--- config.mk ---
export PLATFORM = sky130hd
export DESIGN_NAME = fadd_align
export DESIGN_NICKNAME = d
export VERILOG_FILES = /design/src/rtl/fadd_align.sv
export SDC_FILE = /design/constraint.sdc
export NUM_CORES = 1
export LEC_CHECK = 0
export BUFFER_PORTS_ARGS = -buffer_cell sky130_fd_sc_hd__buf_2
export CAP_MARGIN = 30
export CELL_PAD_IN_SITES_DETAIL_PLACEMENT = 1
export CELL_PAD_IN_SITES_GLOBAL_PLACEMENT = 2
export CORE_UTILIZATION = 36
export DETAILED_ROUTE_END_ITERATION = 6
export HOLD_SLACK_MARGIN = 0.15
export PLACE_DENSITY = 0.77
export SETUP_SLACK_MARGIN = 0.3
export SKIP_CTS_REPAIR_TIMING = 1
export SLEW_MARGIN = 20
export SYNTH_ARGS = -nofsm -noshare
export SYNTH_HDL_FRONTEND = slang
export SYNTH_SLANG_ARGS = --single-unit
--- constraint.sdc ---
create_clock -name clk -period 3 [get_ports clk]
set_input_delay 0.6 -clock clk [delete_from_list [all_inputs] [get_ports clk]]
set_output_delay 0.6 -clock clk [all_outputs]
set_load 0.02 [all_outputs]
--- src/rtl/fadd_align.sv ---
// Operand pre-alignment for the binary32 adder: classify specials, order by magnitude,
// then shift the smaller significand right by the exponent difference with sticky.
module fadd_align #(
  parameter int EXP_W = 8,
  parameter int MAN_W = 23
) (
  input  logic                     clk,
  input  logic                     rst_n,
  input  logic                     in_valid,
  output logic                     in_ready,
  input  logic [EXP_W+MAN_W:0]     a,
  input  logic [EXP_W+MAN_W:0]     b,
  output logic                     out_valid,
  input  logic                     out_ready,
  output logic                     out_sign,
  output logic [EXP_W-1:0]         out_exp,
  output logic [MAN_W+3:0]         out_mant_l,
  output logic [MAN_W+3:0]         out_mant_s,
  output logic                     out_sub,
  output logic                     out_special,
  output logic [EXP_W+MAN_W:0]     out_special_res
);

  localparam int W  = EXP_W + MAN_W + 1;
  localparam int AW = MAN_W + 4;
  localparam logic [W-1:0] QNAN = {1'b0, {EXP_W{1'b1}}, 1'b1, {(MAN_W-1){1'b0}}};

  // Handshake: a stage accepts when it is empty or its contents move on this edge.
  // A transfer happens on a rising edge where valid and ready are both high; in_ready
  // is derived from register state and out_ready only, never from in_valid.
  logic s1_valid;
  logic s2_adv;
  logic s1_adv;
  logic rdy_q;
  logic in_fire;

  assign s2_adv   = !out_valid || out_ready;
  assign s1_adv   = !s1_valid || s2_adv;
  assign in_ready = rdy_q && s1_adv;
  assign in_fire  = in_valid && in_ready;

  logic             sign_a;
  logic             sign_b;
  logic [EXP_W-1:0] exp_a;
  logic [EXP_W-1:0] exp_b;
  logic [MAN_W-1:0] frac_a;
  logic [MAN_W-1:0] frac_b;

  assign {sign_a, exp_a, frac_a} = a;
  assign {sign_b, exp_b, frac_b} = b;

  // Denormals carry exp==0 and are treated as signed zero.
  logic zero_a;
  logic zero_b;
  logic inf_a;
  logic inf_b;
  logic nan_a;
  logic nan_b;

  assign zero_a = (exp_a == '0);
  assign zero_b = (exp_b == '0);
  assign inf_a  = (exp_a == '1) && (frac_a == '0);
  assign inf_b  = (exp_b == '1) && (frac_b == '0);
  assign nan_a  = (exp_a == '1) && (frac_a != '0);
  assign nan_b  = (exp_b == '1) && (frac_b != '0);

  logic         spec;
  logic [W-1:0] spec_res;

  always_comb begin
    spec     = 1'b1;
    spec_res = '0;
    if (nan_a || nan_b) begin
      spec_res = QNAN;
    end else if (inf_a && inf_b && (sign_a != sign_b)) begin
      spec_res = QNAN;
    end else if (inf_a) begin
      spec_res = a;
    end else if (inf_b) begin
      spec_res = b;
    end else if (zero_a && zero_b) begin
      spec_res = {sign_a & sign_b, {(W-1){1'b0}}};
    end else if (zero_a) begin
      spec_res = b;
    end else if (zero_b) begin
      spec_res = a;
    end else begin
      spec = 1'b0;
    end
  end

  // Magnitude order on {exp, frac}; a tie keeps A as the larger operand.
  logic             a_is_l;
  logic             sign_l;
  logic [EXP_W-1:0] exp_l;
  logic [EXP_W-1:0] exp_s;
  logic [MAN_W-1:0] frac_l;
  logic [MAN_W-1:0] frac_s;
  logic [EXP_W-1:0] diff;

  assign a_is_l = ({exp_a, frac_a} >= {exp_b, frac_b});
  assign sign_l = a_is_l ? sign_a : sign_b;
  assign exp_l  = a_is_l ? exp_a  : exp_b;
  assign exp_s  = a_is_l ? exp_b  : exp_a;
  assign frac_l = a_is_l ? frac_a : frac_b;
  assign frac_s = a_is_l ? frac_b : frac_a;
  assign diff   = exp_l - exp_s;

  logic             s1_special;
  logic [W-1:0]     s1_special_res;
  logic             s1_sign;
  logic [EXP_W-1:0] s1_exp;
  logic [MAN_W-1:0] s1_frac_l;
  logic [MAN_W-1:0] s1_frac_s;
  logic [EXP_W-1:0] s1_diff;
  logic             s1_sub;

  always_ff @(posedge clk or negedge rst_n) begin
    if (!rst_n) begin
      rdy_q          <= 1'b0;
      s1_valid       <= 1'b0;
      s1_special     <= 1'b0;
      s1_special_res <= '0;
      s1_sign        <= 1'b0;
      s1_exp         <= '0;
      s1_frac_l      <= '0;
      s1_frac_s      <= '0;
      s1_diff        <= '0;
      s1_sub         <= 1'b0;
    end else begin
      rdy_q <= 1'b1;
      if (s1_adv) begin
        s1_valid <= in_fire;
      end
      if (in_fire) begin
        s1_special     <= spec;
        s1_special_res <= spec_res;
        s1_sign        <= sign_l;
        s1_exp         <= exp_l;
        s1_frac_l      <= frac_l;
        s1_frac_s      <= frac_s;
        s1_diff        <= diff;
        s1_sub         <= sign_a ^ sign_b;
      end
    end
  end

  // The low half of the double-width shift holds every bit pushed past the LSB.
  logic [AW-1:0]   m_s;
  logic [2*AW-1:0] wide;
  logic [AW-1:0]   aligned;

  assign m_s  = {1'b1, s1_frac_s, 3'b000};
  assign wide = {m_s, {AW{1'b0}}} >> s1_diff;

  always_comb begin
    if (int'(s1_diff) >= AW) begin
      aligned = AW'(1);
    end else begin
      aligned = {wide[2*AW-1:AW+1], wide[AW] | (|wide[AW-1:0])};
    end
  end

  always_ff @(posedge clk or negedge rst_n) begin
    if (!rst_n) begin
      out_valid       <= 1'b0;
      out_sign        <= 1'b0;
      out_exp         <= '0;
      out_mant_l      <= '0;
      out_mant_s      <= '0;
      out_sub         <= 1'b0;
      out_special     <= 1'b0;
      out_special_res <= '0;
    end else if (s2_adv) begin
      out_valid <= s1_valid;
      if (s1_valid) begin
        out_sign        <= s1_sign;
        out_exp         <= s1_exp;
        out_mant_l      <= {1'b1, s1_frac_l, 3'b000};
        out_mant_s      <= aligned;
        out_sub         <= s1_sub;
        out_special     <= s1_special;
        out_special_res <= s1_special_res;
      end
    end
  end

endmodule
Yosys cells after proc, flatten, opt, wreduce, memory -nomap -nowiden
Index checks and enable logic that the tools add are counted.
Storage, ports and cells
  logic and storage cells: 70
  register bits after elaboration: 194
  input bits: 68
Operators by class
  reductions and logical operators: 22
  shift operators: 1
  bitwise operators: 3
  muxes and demuxes: 20
  magnitude comparators: 2
  equal/unequal tests: 3
  $add $sub $neg: 1
Operators by type and width (number)
  $mux W32: 7
  $shr A54 B8 Y54: 1
  $logic_not A23 Y1: 2
  $mux W23: 2
  $reduce_bool A23 Y1: 2
  $ge A31 B31 Y1: 1
  $mux W27: 1
  $reduce_or A27 Y1: 1
  $eq A8 B8 Y1 const B: 2
  $logic_not A8 Y1: 2
  $mux W8: 2
  $logic_and A1 B1 Y1: 9
  $ge A8 B5 Y1 const B: 1
  $mux W1: 8
  $sub A8 B8 Y8: 1
  $logic_or A1 B1 Y1: 3
  $logic_not A1 Y1: 2
  $reduce_and A2 Y1: 1
  $and A1 B1 Y1: 1
  $ne A1 B1 Y1: 1
  $or A1 B1 Y1: 1
  $xor A1 B1 Y1: 1

Depth between registers and ports, before layout
  depth in word-level cells: 8
  depth in mapped cells: 14
  mapped depth without buffers: 11

Worst setup path after synthesis
Ideal clock, no wire load.
  kind: input to register
  start point: input b[28]
  end point: register s1_diff[7]
  data arrival time: 3.199 ns
  library setup time: 0.131 ns
  buffers on the path: 2
  setup slack: -0.330 ns
  stages on the path: 13
  path through: clkbuf_1 -> inv_1 -> ha_1 -> buf_6 -> nand3_1 -> nand2_1 -> a221oi_2 -> o211ai_2 -> or4b_1 -> o211a_2 -> o2111ai_2 -> a21boi_1 -> or3_1
Between the ends
  word-level cells in the longest chain between the ends: 3
RTL lines
  from (decl): RTL line 12  | input logic [EXP_W+MAN_W:0] b,
  $ge A31 B31 Y1: RTL line 101  | assign a_is_l = ({exp_a, frac_a} >= {exp_b, frac_b});
  $mux W8 (on tied branches): RTL line 103, 104
  $sub A8 B8 Y8 *: RTL line 107  | assign diff = exp_l - exp_s;
  to (signal assigned): RTL line 142  | s1_diff <= diff;
  to (decl): RTL line 115  | logic [EXP_W-1:0] s1_diff;
Mark *: on every way between the ends. The rest lies on a longest branch, timed or not.
A chain may end at the register's enable or synchronous reset.

Final worst setup path
  start point: input a[14]
  end point: register s1_diff[7]
Between the ends
  word-level cells in the longest chain between the ends: 3
RTL lines
  from (decl): RTL line 11  | input logic [EXP_W+MAN_W:0] a,
  $ge A31 B31 Y1 *: RTL line 101
  $mux W8 (on tied branches): RTL line 103, 104
  $sub A8 B8 Y8 *: RTL line 107
Marked as above.

==> qor.yml <==
setup_path:
  r2r-end: "out_mant_s[0]"
  r2r_slack_ns: 0.09
  worstReg2RegStart: "s1_diff[0]"
  worstPathRequired_ns: 3.31
  cp_data_arrival_time_ns: 3.23
  crit_type: "in2reg"
  cp_slowest_cell: "a311oi_4"
  crit_chain: "buf_2, ha_4, nand4_1, nor4_2, a311oi_2, a311oi_4, buf_4, nor2_4, o211a_4, o2111ai_4, buf_6, a21boi_2, or3_1"
  max_stage_delay_ns: 0.42
  cp-start-kind: "input pin"
  rr_worst_depth: 8
  worstPathMaxFanout: 5
  critPathCaptureType: "flop"
  cp_num_buf_inv: 3
  crit_family: "compound AO/OA/AOI/OAI gates"
logic_synthesis:
  ys_seq_elements: 194
  synthArstFlopShare_pct: 100
  synth_cell_types: 71
  yosysWarnings: 0
  synth_edf_count: 0
  synthFlopType: "dfrtp_1"
  syn_area_sq_um: 10800
  synth_area_per_cell_sq_um: 9.55
  syn_inst: 1135
  seq_area_frac_synth_pct: 44.8
floorplanning:
  start_util_pct: 36.6
  design.die.area_sq_um: 30800
  fp.dieW_microns: 176
  die_h_microns: 176
  ioPinCount: 167
  rows: 63
  core_sq_um: 29600
power:
  p_total_w: 0.00912
  leakagePower_nw: 6.81
  power_density_nw_per_um2: 623
  vdd.ir_drop.worst_uv: 424
drt:
  route.vias.total: 9982
  dr.pass1.iters: 5
  wl_microns: 39100
  drt_iter0_markers: 475
  drt-wirelength-per-cell_microns: 21.2
  ant_nets: 0
  viasPerCell: 5.42
  drcViolationCount: 0
sta:
  slew_headroom_pct: 45.8
  fin_crit_ns: 2.91
  slew_violations: 0
  max_freq_ghz: 0.343
  worst_pin_slew_ns: 0.813
  setup_ws_ns: 0.0861
  setup_violations: 0
  grt_setup_unrepaired: "true"
  skew_ns: 0.0129
  finalCritPeriodShare_pct: 97.1
  hold_violations: 0
global_routing:
  grt-ovfl-total: 0
  gr-usage-all-layers_pct: 25.1
  grt_max_degree: 143
  grt_pass1_wl_microns: 59100
  grt_pass1_vias: 10300
  antenna_found_initial: 2
flow_run:
  maxCapViolCount: 0
final_layout:
  syn_to_final_growth_pct: 35.2
  layout-drive-gt1-share_pct: 40.0
  postLayoutCoreUtil_pct: 49.4
  finish.net_count: 1539
clocking:
  cts.sinks: 194
  clockRootBuffer: "clkbuf_16"
  clockBufferDepth: 2
  cts_tree: "yes"
  cts_buffers: 17
  ctsHtreeMaxLevel: 4
  clk_pin_slew_ns: 0.07
  clock_latency_ns: 0.45
placed_design:
  dp_hpwl_microns: 28600
  place_congestion: 0.921
  pre_cts_slack_ns: -0.557
  port_buffers: 163
outcome:
  outcome: "finished clean"
worst_hold_path:
  hold_class: "in2async"
[worst reg2reg max path, cell delays in order (launching register included)]
cell and delay [ns]:
dfrtp_4 0.48, buf_6 0.16, mux4_2 0.52, mux2i_1 0.15, nor2_1 0.08, a221o_1 0.39, or4_1 0.62, o31ai_4 0.28
a21oi_1 0.09
[where the power goes]
group          switching, W  internal (W)  leakage [nW]  total, W
Combinational       0.00194       0.00145          4.05   0.00339
Sequential         0.000346       0.00305          2.49   0.00339
Clock               0.00104       0.00130         0.268   0.00234
Total               0.00332       0.00580          6.81   0.00912
[flip-flops by register name, indices dropped and copies added (netlist names), 8 cells and up]
signal           count
out_special_res     32
s1_special_res      32
out_mant_s          27
out_mant_l          24
s1_frac_l           23
s1_frac_s           23
out_exp              8
s1_diff              8
s1_exp               8
[cell usage in the layout, fill, tap and decap left out, types with 4 or more instances in the layout]
cell type,n
a211oi_1,9
a21oi_1,49
a21oi_2,18
a221oi_1,9
a22o_1,11
a22oi_1,28
a31oi_1,9
and3_1,5
buf_12,5
buf_2,147
buf_4,191
buf_6,15
clkbuf_16,19
conb_1,4
dfrtp_1,192
ha_1,8
ha_4,24
inv_1,16
inv_2,18
mux2_2,71
mux2i_1,44
mux2i_2,5
mux4_2,12
nand2_1,143
nand2b_1,7
nand3_1,13
nand3b_1,4
nand4_1,11
nor2_1,102
nor2b_1,4
nor3_1,16
nor4_1,14
o211ai_1,7
o21ai_0,109
o21ai_1,10
o21ai_2,4
o22ai_1,5
[routing by layer]
layer | vias up | routed length, microns | share of wire (%) | global-route usage, %
li1 | 4685 | - | - | -
met1 | 5087 | 18300 | 47 | 35.0
met2 | 179 | 18900 | 48 | 41.1
met3 | 31 | 1290 | 3.3 | 2.94
met4 | 0 | 631 | 1.6 | 7.14
met5 | - | 0 | 0 | 0
[cells by family (layout without fill, tap and decap cells)]
group / after synthesis / count (layout) / synth area share, %
buffers and inverters: 117 / 428 / 4.77
XOR/XNOR: 2 / 2 / 0.162
multiplexers: 133 / 133 / 14.5
other: 2 / 6 / 0.0693
AND/OR/NAND/NOR: 351 / 352 / 14.5
adder cells (fa/ha/maj): 32 / 32 / 3.69
AO/OA/AOI/OAI: 304 / 304 / 17.5
flip-flops: 194 / 194 / 44.8
[synthesized netlist by cell type (3+ instances only)]
cell type / number / area share (%)
inv_1: 38 / 1.3
nand2b_1: 7 / 0.40
nand3b_1: 4 / 0.28
a22oi_1: 28 / 1.9
buf_2: 9 / 0.42
a221oi_1: 9 / 0.73
buf_1: 5 / 0.17
a32o_1: 3 / 0.28
ha_1: 32 / 3.7
or4_1: 5 / 0.35
mux2_2: 71 / 7.4
nand3_1: 15 / 0.69
buf_4: 3 / 0.21
a22o_1: 11 / 0.89
and3_1: 5 / 0.29
mux2i_1: 49 / 4.5
a211oi_1: 10 / 0.69
o22ai_1: 5 / 0.29
o211ai_1: 7 / 0.48
a21o_1: 3 / 0.21
nand2_1: 148 / 5.1
a21oi_1: 67 / 3.1
nor3_1: 16 / 0.74
o31ai_1: 3 / 0.21
nor2_1: 106 / 3.7
mux4_2: 12 / 2.5
nor4_1: 15 / 0.87
nor2b_1: 4 / 0.23
buf_6: 6 / 0.62
o21ai_0: 115 / 5.3
nand4_1: 11 / 0.64
o21ai_1: 9 / 0.42
a31oi_1: 9 / 0.52
clkbuf_1: 55 / 1.9
dfrtp_1: 194 / 45
[stage by stage]
step	TNS, ns	cells	cell area [sq um]	hold WS [ns]
6_report	0	1841	14600	0.178
5_1_grt	0	1840	14600	0.230
4_1_cts	-0.422	1821	13900	0.204
3_5_place_dp	-19.26	1792	13300	0.451
3_3_place_gp	-28.36	1792	13300	0.446
2_1_floorplan	-0.222	1137	10900	0.304
[area by class of cell]
cell class / instances / area (sq um)
tap: 390 / 488
inverter: 38 / 155
timing repair buffer: 361 / 2500
sequential: 194 / 4860
clock inverter: 9 / 135
multi-input combinational: 827 / 6070
fill: 3436 / 15000
antenna: 2 / 5.00
clock buffer: 20 / 437
[how the worst max path moves through the flow]
stage               slack [ns]  depth (start not counted)  startpoint                end
floorplan                -0.16                         13       b[28]         s1_diff[7]
global placement         -0.53                          9       b[11]  s1_special_res[7]
detailed placement       -0.56                         14       b[12]         s1_diff[7]
CTS                      -0.13                          8  s1_diff[0]      out_mant_s[0]
global route             0.007                         13       a[14]         s1_diff[7]
finish                    0.09                         13       a[14]         s1_diff[7]
Power figures use the tool's default switching activity.
